## src/rtl/pe_row_feeder.sv

```systemverilog
// Transmit-side sequencer for one PE row: loads weights, broadcasts features with
// their accumulate pulses, then collects the row's partial sums for the output buffer.
module pe_row_feeder #(
  parameter int MAC_DIM      = 5,
  parameter int FEAT_WIDTH   = 8,
  parameter int SPAD_WIDTH   = 64,
  parameter int PE_OUT_WIDTH = 8,
  parameter int PE_DIM       = 16,
  parameter int ADDR_WIDTH   = $clog2(SPAD_WIDTH),
  parameter int LOG_PE_DIM   = $clog2(PE_DIM)
) (
  input  logic                             clk,
  input  logic                             reset,
  input  logic                             start,
  input  logic [15:0]                      cfg_num_feat,
  input  logic                             src_valid,
  output logic                             src_ready,
  input  logic [FEAT_WIDTH*SPAD_WIDTH-1:0] src_data,
  input  logic [ADDR_WIDTH*MAC_DIM-1:0]    src_addr,
  input  logic [2:0]                       src_nz,
  output logic [FEAT_WIDTH*SPAD_WIDTH-1:0] data_bus,
  output logic [ADDR_WIDTH*MAC_DIM-1:0]    non_zero_add_bus,
  output logic [2:0]                       non_zero_num,
  output logic [LOG_PE_DIM-1:0]            weight_enable_top,
  output logic                             wgt_valid,
  output logic                             broad_cast_enable,
  output logic                             acc,
  output logic                             done,
  output logic                             psum_rd,
  input  logic [PE_DIM-1:0]                out_vd,
  input  logic [PE_OUT_WIDTH*PE_DIM-1:0]   sum_out_bus,
  output logic                             psum_valid,
  input  logic                             psum_ready,
  output logic [PE_OUT_WIDTH*PE_DIM-1:0]   psum_data,
  output logic                             busy,
  output logic                             job_done
);

  localparam logic [2:0] S_IDLE   = 3'd0;
  localparam logic [2:0] S_WLOAD  = 3'd1;
  localparam logic [2:0] S_FEAT   = 3'd2;
  localparam logic [2:0] S_ACC    = 3'd3;
  localparam logic [2:0] S_FIN    = 3'd4;
  localparam logic [2:0] S_WAITVD = 3'd5;
  localparam logic [2:0] S_OUT    = 3'd6;

  localparam logic [2:0]            L_MAC_DIM  = 3'(MAC_DIM);
  localparam logic [LOG_PE_DIM-1:0] L_LAST_PE  = LOG_PE_DIM'(PE_DIM - 1);

  logic [2:0]                       r_state;
  logic [LOG_PE_DIM-1:0]            r_wcnt;
  logic [15:0]                      r_fcnt;
  logic [2:0]                       r_acnt;
  logic [FEAT_WIDTH*SPAD_WIDTH-1:0] r_data_bus;
  logic [ADDR_WIDTH*MAC_DIM-1:0]    r_nz_add_bus;
  logic [2:0]                       r_nz_num;
  logic [LOG_PE_DIM-1:0]            r_wen_top;
  logic                             r_wgt_valid;
  logic                             r_bcast;
  logic                             r_acc;
  logic                             r_done;
  logic                             r_psum_rd;
  logic                             r_psum_valid;
  logic [PE_OUT_WIDTH*PE_DIM-1:0]   r_psum_data;
  logic                             r_job_done;

  logic                             w_src_hs;
  logic [2:0]                       w_nz_clamp;
  logic [15:0]                      w_fcnt_dec;
  logic                             w_all_vd;

  assign src_ready  = (r_state == S_WLOAD) || (r_state == S_FEAT);
  assign busy       = (r_state != S_IDLE);
  assign w_src_hs   = src_valid && src_ready;
  assign w_nz_clamp = (src_nz > L_MAC_DIM) ? L_MAC_DIM : src_nz;
  assign w_fcnt_dec = r_fcnt - 16'd1;
  assign w_all_vd   = &out_vd;

  always_ff @(posedge clk) begin
    if (reset) begin
      r_state      <= S_IDLE;
      r_wcnt       <= '0;
      r_fcnt       <= '0;
      r_acnt       <= '0;
      r_data_bus   <= '0;
      r_nz_add_bus <= '0;
      r_nz_num     <= '0;
      r_wen_top    <= '0;
      r_wgt_valid  <= 1'b0;
      r_bcast      <= 1'b0;
      r_acc        <= 1'b0;
      r_done       <= 1'b0;
      r_psum_rd    <= 1'b0;
      r_psum_valid <= 1'b0;
      r_psum_data  <= '0;
      r_job_done   <= 1'b0;
    end else begin
      // Strobes are single-cycle; only the state below re-raises one.
      r_wgt_valid <= 1'b0;
      r_bcast     <= 1'b0;
      r_acc       <= 1'b0;
      r_done      <= 1'b0;
      r_psum_rd   <= 1'b0;
      r_job_done  <= 1'b0;
      case (r_state)
        S_IDLE: begin
          if (start) begin
            r_state <= S_WLOAD;
            r_fcnt  <= cfg_num_feat;
            r_wcnt  <= '0;
          end
        end
        S_WLOAD: begin
          if (w_src_hs) begin
            r_data_bus  <= src_data;
            r_wen_top   <= r_wcnt;
            r_wgt_valid <= 1'b1;
            r_wcnt      <= r_wcnt + 1'b1;
            if (r_wcnt == L_LAST_PE) begin
              r_state <= (r_fcnt != 16'd0) ? S_FEAT : S_FIN;
            end
          end
        end
        S_FEAT: begin
          if (w_src_hs) begin
            r_data_bus   <= src_data;
            r_nz_add_bus <= src_addr;
            r_nz_num     <= w_nz_clamp;
            r_bcast      <= 1'b1;
            r_fcnt       <= w_fcnt_dec;
            if (w_nz_clamp != 3'd0) begin
              r_acnt  <= w_nz_clamp;
              r_state <= S_ACC;
            end else begin
              r_state <= (w_fcnt_dec != 16'd0) ? S_FEAT : S_FIN;
            end
          end
        end
        S_ACC: begin
          // One acc per ACC cycle; the registered output lags the state by one,
          // which lands the first pulse right after the broadcast strobe.
          r_acc  <= 1'b1;
          r_acnt <= r_acnt - 3'd1;
          if (r_acnt == 3'd1) begin
            r_state <= (r_fcnt != 16'd0) ? S_FEAT : S_FIN;
          end
        end
        S_FIN: begin
          r_done  <= 1'b1;
          r_state <= S_WAITVD;
        end
        S_WAITVD: begin
          if (w_all_vd) begin
            r_psum_rd    <= 1'b1;
            r_psum_data  <= sum_out_bus;
            r_psum_valid <= 1'b1;
            r_state      <= S_OUT;
          end
        end
        S_OUT: begin
          if (psum_ready) begin
            r_job_done   <= 1'b1;
            r_psum_valid <= 1'b0;
            r_state      <= S_IDLE;
          end
        end
        default: r_state <= S_IDLE;
      endcase
    end
  end

  assign data_bus          = r_data_bus;
  assign non_zero_add_bus  = r_nz_add_bus;
  assign non_zero_num      = r_nz_num;
  assign weight_enable_top = r_wen_top;
  assign wgt_valid         = r_wgt_valid;
  assign broad_cast_enable = r_bcast;
  assign acc               = r_acc;
  assign done              = r_done;
  assign psum_rd           = r_psum_rd;
  assign psum_valid        = r_psum_valid;
  assign psum_data         = r_psum_data;
  assign job_done          = r_job_done;

endmodule

```

## config.mk

```make
export PLATFORM = sky130hd
export DESIGN_NAME = pe_row_feeder
export DESIGN_NICKNAME = d
export VERILOG_FILES = /design/src/rtl/pe_row_feeder.sv
export SDC_FILE = /design/constraint.sdc
export NUM_CORES = 1
export LEC_CHECK = 0
export BUFFER_PORTS_ARGS = -buffer_cell sky130_fd_sc_hd__buf_2
export CELL_PAD_IN_SITES_DETAIL_PLACEMENT = 1
export CELL_PAD_IN_SITES_GLOBAL_PLACEMENT = 2
export CORE_AREA = 2 2 552 554
export DETAILED_ROUTE_END_ITERATION = 8
export DIE_AREA = 0 0 554 556
export GPL_TIMING_DRIVEN = 0
export PLACE_DENSITY = 0.38
export SLEW_MARGIN = 10
export SYNTH_ARGS = -nofsm -noshare
export SYNTH_HDL_FRONTEND = slang
export SYNTH_SLANG_ARGS = --single-unit
```

## constraint.sdc

```tcl
create_clock -name clk -period 2.6 [get_ports clk]
set_input_delay 0.65 -clock clk [delete_from_list [all_inputs] [get_ports clk]]
set_output_delay 0.65 -clock clk [all_outputs]
set_load 0.05 [all_outputs]
```

* Word-level counts from Yosys, hierarchy flattened
Index checks and enable logic that the tools add are counted.
** Word-level totals
- Register bits after elaboration :: 710
- Bits of input ports :: 710
- Output and inout bits :: 686
- Logic and storage cells :: 95
** Operators by class
- Add/subtract/negate cells :: 3
- $lt $le $gt $ge :: 1
- Equal/unequal tests :: 16
- Muxes and demuxes :: 29
- Bitwise gates (word level) :: 4
- Reduce and logical (&&, ||, !) cells :: 26
** Operator list (count)
- 3-bit two-way mux :: 13
- 16-bit two-way mux :: 2
- 16-bit case mux with 2 select lines :: 1
- 16-bit nonzero test :: 2
- 3-bit case mux with 7 select lines :: 1
- 17-bit AND reduction :: 1
- 16-bit AND reduction :: 1
- 16-bit by 1-bit subtractor with 16-bit output, second input constant :: 1
- 2-bit inequality test, second input constant :: 6
- 3-bit AND reduction :: 4
- 2-bit OR reduction :: 5
- 3-bit == test, second input constant :: 3
- 4-bit two-way mux :: 2
- 4-bit case mux with 2 select lines :: 1
- 2-bit nonzero test :: 4
- 1-bit two-way mux :: 7
- 7-bit AND reduction :: 1
- 3-bit by 1-bit == test with 1-bit output, second input constant :: 2
- 3-bit by 2-bit == test with 1-bit output, second input constant :: 2
- 3-bit case mux with 2 select lines :: 1
- 2-bit AND reduction :: 3
- 3-bit nonzero test :: 2
- 4-bit by 1-bit adder with 4-bit output, second input constant :: 1
- 4-bit == test, second input constant :: 1
- 8 further kinds :: 12

* Longest topological paths before layout
- Word-level depth :: 6
- Gate-level depth with buffers :: 9
- Gate-level depth less buffers :: 7

* Least setup slack after synthesis
OpenSTA, ideal clock, no wires.
- Path type :: reg-to-reg
- Start point :: reg r_state[1]
- End point :: reg r_data_bus[349] (netlist: data_bus[349])
- Setup time :: 0.132 ns
- Arrival :: 1.901 ns
- Data required time :: 2.468 ns
- Setup slack :: 0.567 ns
- Cell stages (with the launch flop) :: 8
- Path buffers :: 2
- Clock period less this slack :: 2.033 ns
- Path through :: dfxtp_1 nand2b_1 a21oi_2 nand2_1 clkbuf_1 buf_2 nand2_1 a21oi_1
** Between the ends
- Longest elaborated chain between the ends :: 4
- Elaborated cells on any way between the ends :: 6
- Those cells by class :: eq/ne (2); reduce/logical (4)
** RTL lines
- start, declared :: line 50 : logic [2:0] r_state;
- start signal, assigned :: line 120 : r_state <= (r_fcnt != 16'd0) ? S_FEAT : S_FIN;
- start signal, assigned :: line 135 : r_state <= (w_fcnt_dec != 16'd0) ? S_FEAT : S_FIN;
- start signal, assigned :: line 145 : r_state <= (r_fcnt != 16'd0) ? S_FEAT : S_FIN;
- 3-bit by 1-bit == test with 1-bit output / 3-bit by 2-bit == test with 1-bit output (equally long branches) :: line 72 : assign src_ready = (r_state == S_WLOAD) || (r_state == S_FEAT);
- 1-bit logical OR (*) :: line 72
- via src_ready :: line 17 : output logic src_ready,
- 1-bit logical AND (*) :: line 74 : assign w_src_hs = src_valid && src_ready;
- 2-bit AND reduction (no source line) (*)
- end signal, assigned :: line 115 : r_data_bus <= src_data;
- end signal, assigned :: line 126 : r_data_bus <= src_data;
- end, declared :: line 54 : logic [FEAT_WIDTH*SPAD_WIDTH-1:0] r_data_bus;
The timed path passes the listed nets; every way through them passes the cells marked *.
A chain may end at the register's enable or synchronous reset.

* Worst setup path in the final report
- Start point :: reg r_state[0]
- End point :: out busy
** Between the ends
- Longest elaborated chain between the ends :: 1
** RTL lines
- 3-bit nonzero test :: line 73 : assign busy = (r_state != S_IDLE);
- end, declared :: line 35 : output logic busy,
Every way passes these cells.

==> out/summary.txt <==
Status: completed
# setup viols final: 0
Root Buffer Master: clkbuf_16
Number of detailed-route iterations in the first pass: 5
WP data arrival: 1900 ps
Starting utilization of the core area: 8.37%
Cell internal power dissipation: 25.5 mW
Nets: 5779
Switching portion of total power: 43.4%
Post-synth EDFFs: 0
Leakage: 18.7 nW
Wire length of the first global-routing pass: 303 mm
GR peak layer: met2
Final routed wire length divided by cell count: 25.4 µm
Final cell count without fillers: 9212
Die span in x: 554 µm
Aggregate negative setup slack: 0 ps
Slew margin rel.: 37.7%
Met1 track demand over resource in global routing: 15.1%
Fill cell total of the finished layout: 36.3k
Flip-flop cell with the highest count after synthesis: dfxtp_1
Number of synthesis warnings: 0
Number of sinks on the clock net: 710
Area enclosed by the die boundary: 308000 µm²
Start point of the worst hold path: src_data[241]
Met2 GRT Util: 24.9%
Worst Setup SP: r_state[0]
Count of final hold-check violations: 0
Number of global-route vias before repair: 32.0k
Crit path max fanout: 4
Unrepaired setup endpoints after global routing: true
Clock share of power: 33.3%
Detailed-route vias per instance: 3.29
Share of the cycle needed by the critical path after routing: 97.9%
Number of buffers inserted by port buffering: 1393
Area growth from synthesis to final layout: 77.0%
Maximum number of pins on one net before global-route repair: 15
Number of I/O pins: 1396
Worst reg2reg startpoint: r_state[0]
Maximum root-to-sink buffer count: 4
Number of H-tree levels: 3
DPL Wire Length: 200 mm
Library cell with the largest summed area after synthesis: dfxtp_1
Die Y-Extent: 556 µm
Worst Hold Class: in -> reg
Final slew viol count: 0
Clk slew on worst S/H paths: 60 ps
Post-synthesis sequential element count: 710
Fraction of registers with async set or reset after synthesis: 0%
Final critical-path required period: 2550 ps
Combinational share of power: 36.6%
Path type of the worst setup path: reg -> out
Critical path required time: 1950 ps
Share of post-route cells with drive strength above 1: 34.0%
Core Rows: 202
Number of vias after detailed routing: 30.3k
Worst IR drop on VDD: 0.490 mV
Final wirelength: 234 mm
Clock tree from TritonCTS: yes
Initial antenna violation count: 150
Sequential-to-total area share from yosys stat: 56.2%
Power per unit of standard cell area: 1010 nW/µm²
Combined area of all synthesized cells: 25300 µm²
Antenna-violating nets left: 0
GP Congestion: 0.829
Area of the multi-input gates: 9880 µm²
Sequential cell area in the final layout: 14200 µm²
Post-Synthesis Net Count: 3918
Clock skew after layout: 41.9 ps
CTS Buf Count: 106
Post-synth top area share: 56.2%
Setup crit end kind: output port
Max Clk Rate: 393 MHz
Cell count after synthesis: 3203
Max Cap Viol: 0
Transition at the pin with the smallest max-transition slack: 934 ps
Worst reg2reg setup slack: 160 ps
Kind of launch point of the worst setup path: flop
Placed cells: 8576
Total congestion overflow: 0
Worst-Skew Late Latency: 810 ps
Number of library cell types mapped by synthesis: 57
Min Hold Slack: 99.7 ps
Cell types occupying the most area after synthesis: dfxtp_1 (56%), nand2_1 (20%), a21oi_1 (14%)
Global-route usage over all layers: 14.6%
Core area: 302000 µm²
Switch Pwr: 19.6 mW
Sequential fraction of design power: 30.1%
Violation count after the first detailed-route iteration: 1092
Mean post-synth cell area: 7.89 µm²
DR DRC count: 0
M3 GR Usage: 7.26%
==> final timing paths <==
path	cells past startpoint	end
max	4	busy
min	3	data_bus[241]
max reg2reg	8	data_bus[61]
min reg2reg	2	data_bus[195]
==> power groups by stage <==
stage / sequential, mW / clock [mW] / combinational (mW)
5_1_grt: 13.8 / 16.1 / 17.6
3_3_place_gp: 13.8 / 0 / 16.1
6_report: 13.6 / 15.0 / 16.5
2_1_floorplan: 18.7 / 0 / 4.64
4_1_cts: 13.6 / 15.8 / 16.9
3_5_place_dp: 13.8 / 0 / 16.2
==> final cells by class <==
class                           count  area share [%]
Clock buffer                      166            7.24
Tap cell                         3978            11.1
Clock inverter                     24           0.663
Multi-Input combinational cell   2242            22.1
Sequential cell                   710            31.8
Inverter                            5          0.0419
Timing Repair Buffer             1757            23.8
Antenna cell                       88           0.492
Buffer                            242            2.80
==> flip-flops by register name, indices dropped and copies added (netlist names) <==
name / cells
r_fcnt: 16
non_zero_add_bus: 30
r_wcnt: 4
r_state: 3
weight_enable_top: 4
data_bus: 512
broad_cast_enable: 1
psum_valid: 1
acc: 1
job_done: 1
psum_data: 128
psum_rd: 1
done: 1
r_acnt: 3
wgt_valid: 1
non_zero_num: 3
==> placed cells by master, fill, tap and decap left out, types with 5 or more instances in the layout <==
cell | netlist | layout
o21ai_0 | 15 | 15
buf_2 | 105 | 1493
a22oi_1 | 5 | 5
and2_1 | 5 | 5
diode_2 | 0 | 88
nand4_1 | 11 | 11
dfxtp_1 | 710 | 707
nand3_1 | 9 | 9
clkbuf_16 | 0 | 107
a211oi_1 | 10 | 10
bufinv_16 | 0 | 5
dlygate4sd3_1 | 0 | 352
nor3_1 | 9 | 9
inv_1 | 5 | 5
clkbuf_1 | 104 | 111
clkinv_2 | 0 | 13
mux2i_1 | 8 | 8
clkbuf_2 | 0 | 10
nand2_1 | 1363 | 1362
clkbuf_8 | 0 | 36
buf_4 | 35 | 41
buf_12 | 0 | 5
buf_6 | 2 | 5
nor2_1 | 38 | 38
nor2b_1 | 7 | 7
ha_1 | 5 | 5
a21oi_1 | 690 | 690
==> through the flow <==
step	setup slack (ps)	power (mW)	cell area [µm²]	util, %
after floorplan	567	23.4	25300	-
after global placement	-2760	29.9	37200	12.3
after detailed placement	-1140	30.0	37300	12.3
after CTS	-118	46.2	44500	14.7
after global routing	-63.0	47.5	44700	14.8
final	54.9	45.0	44800	14.8
==> what timing repair did <==
action | 4_1_cts | 5_1_grt
endpoints found under the hold margin | 352 | 0
resized for setup | 31 | 7
buffers inserted | 7 | 3
cloned | 0 | 0
hold buffers | 352 | 0
setup endpoints to repair | 516 | 36
pin swaps | 1 | 1
==> kinds of logic (layout without fill, tap and decap cells) <==
| group | Yosys count | after routing | share of synthesized area, % |
|---|---|---|---|
| simple gates | 1473 | 1473 | 22.7 |
| flops | 710 | 710 | 56.2 |
| mux | 9 | 9 | 0.361 |
| buf+inv | 251 | 2194 | 4.83 |
| fa+ha+maj | 5 | 5 | 0.247 |
| xor+xnor | 5 | 5 | 0.173 |
| other cells | 0 | 88 | 0 |
| compound gates | 750 | 750 | 15.4 |
==> Yosys cell counts (all sizes together), types with 4 or more instances <==
master	instances
nor2b	7
nor2	38
nand3	9
dfxtp	710
nor3b	4
nand2b	4
o31ai	8
and2	5
a211oi	11
a22oi	5
buf	142
xor2	4
nand4	12
inv	5
ha	5
clkbuf	104
or3	4
nand2	1363
o21ai	15
a21oi	691
mux2i	8
nor3	11
==> layer usage <==
layer  share of wire [%]  vias up  routed length [µm]
li1                    -    14300                   -
met1                  37    14300               85800
met2                  47     1270              111000
met3                  11      382               25900
met4                 4.7       80               10900
met5                0.23        -                 544
==> critical path: stages, from the launching register on <==
cell and delay, ps:
dfxtp_2 330, buf_6 120, clkbuf_16 130, or3_4 340, buf_12 160
(Power assumes the default switching activity.)
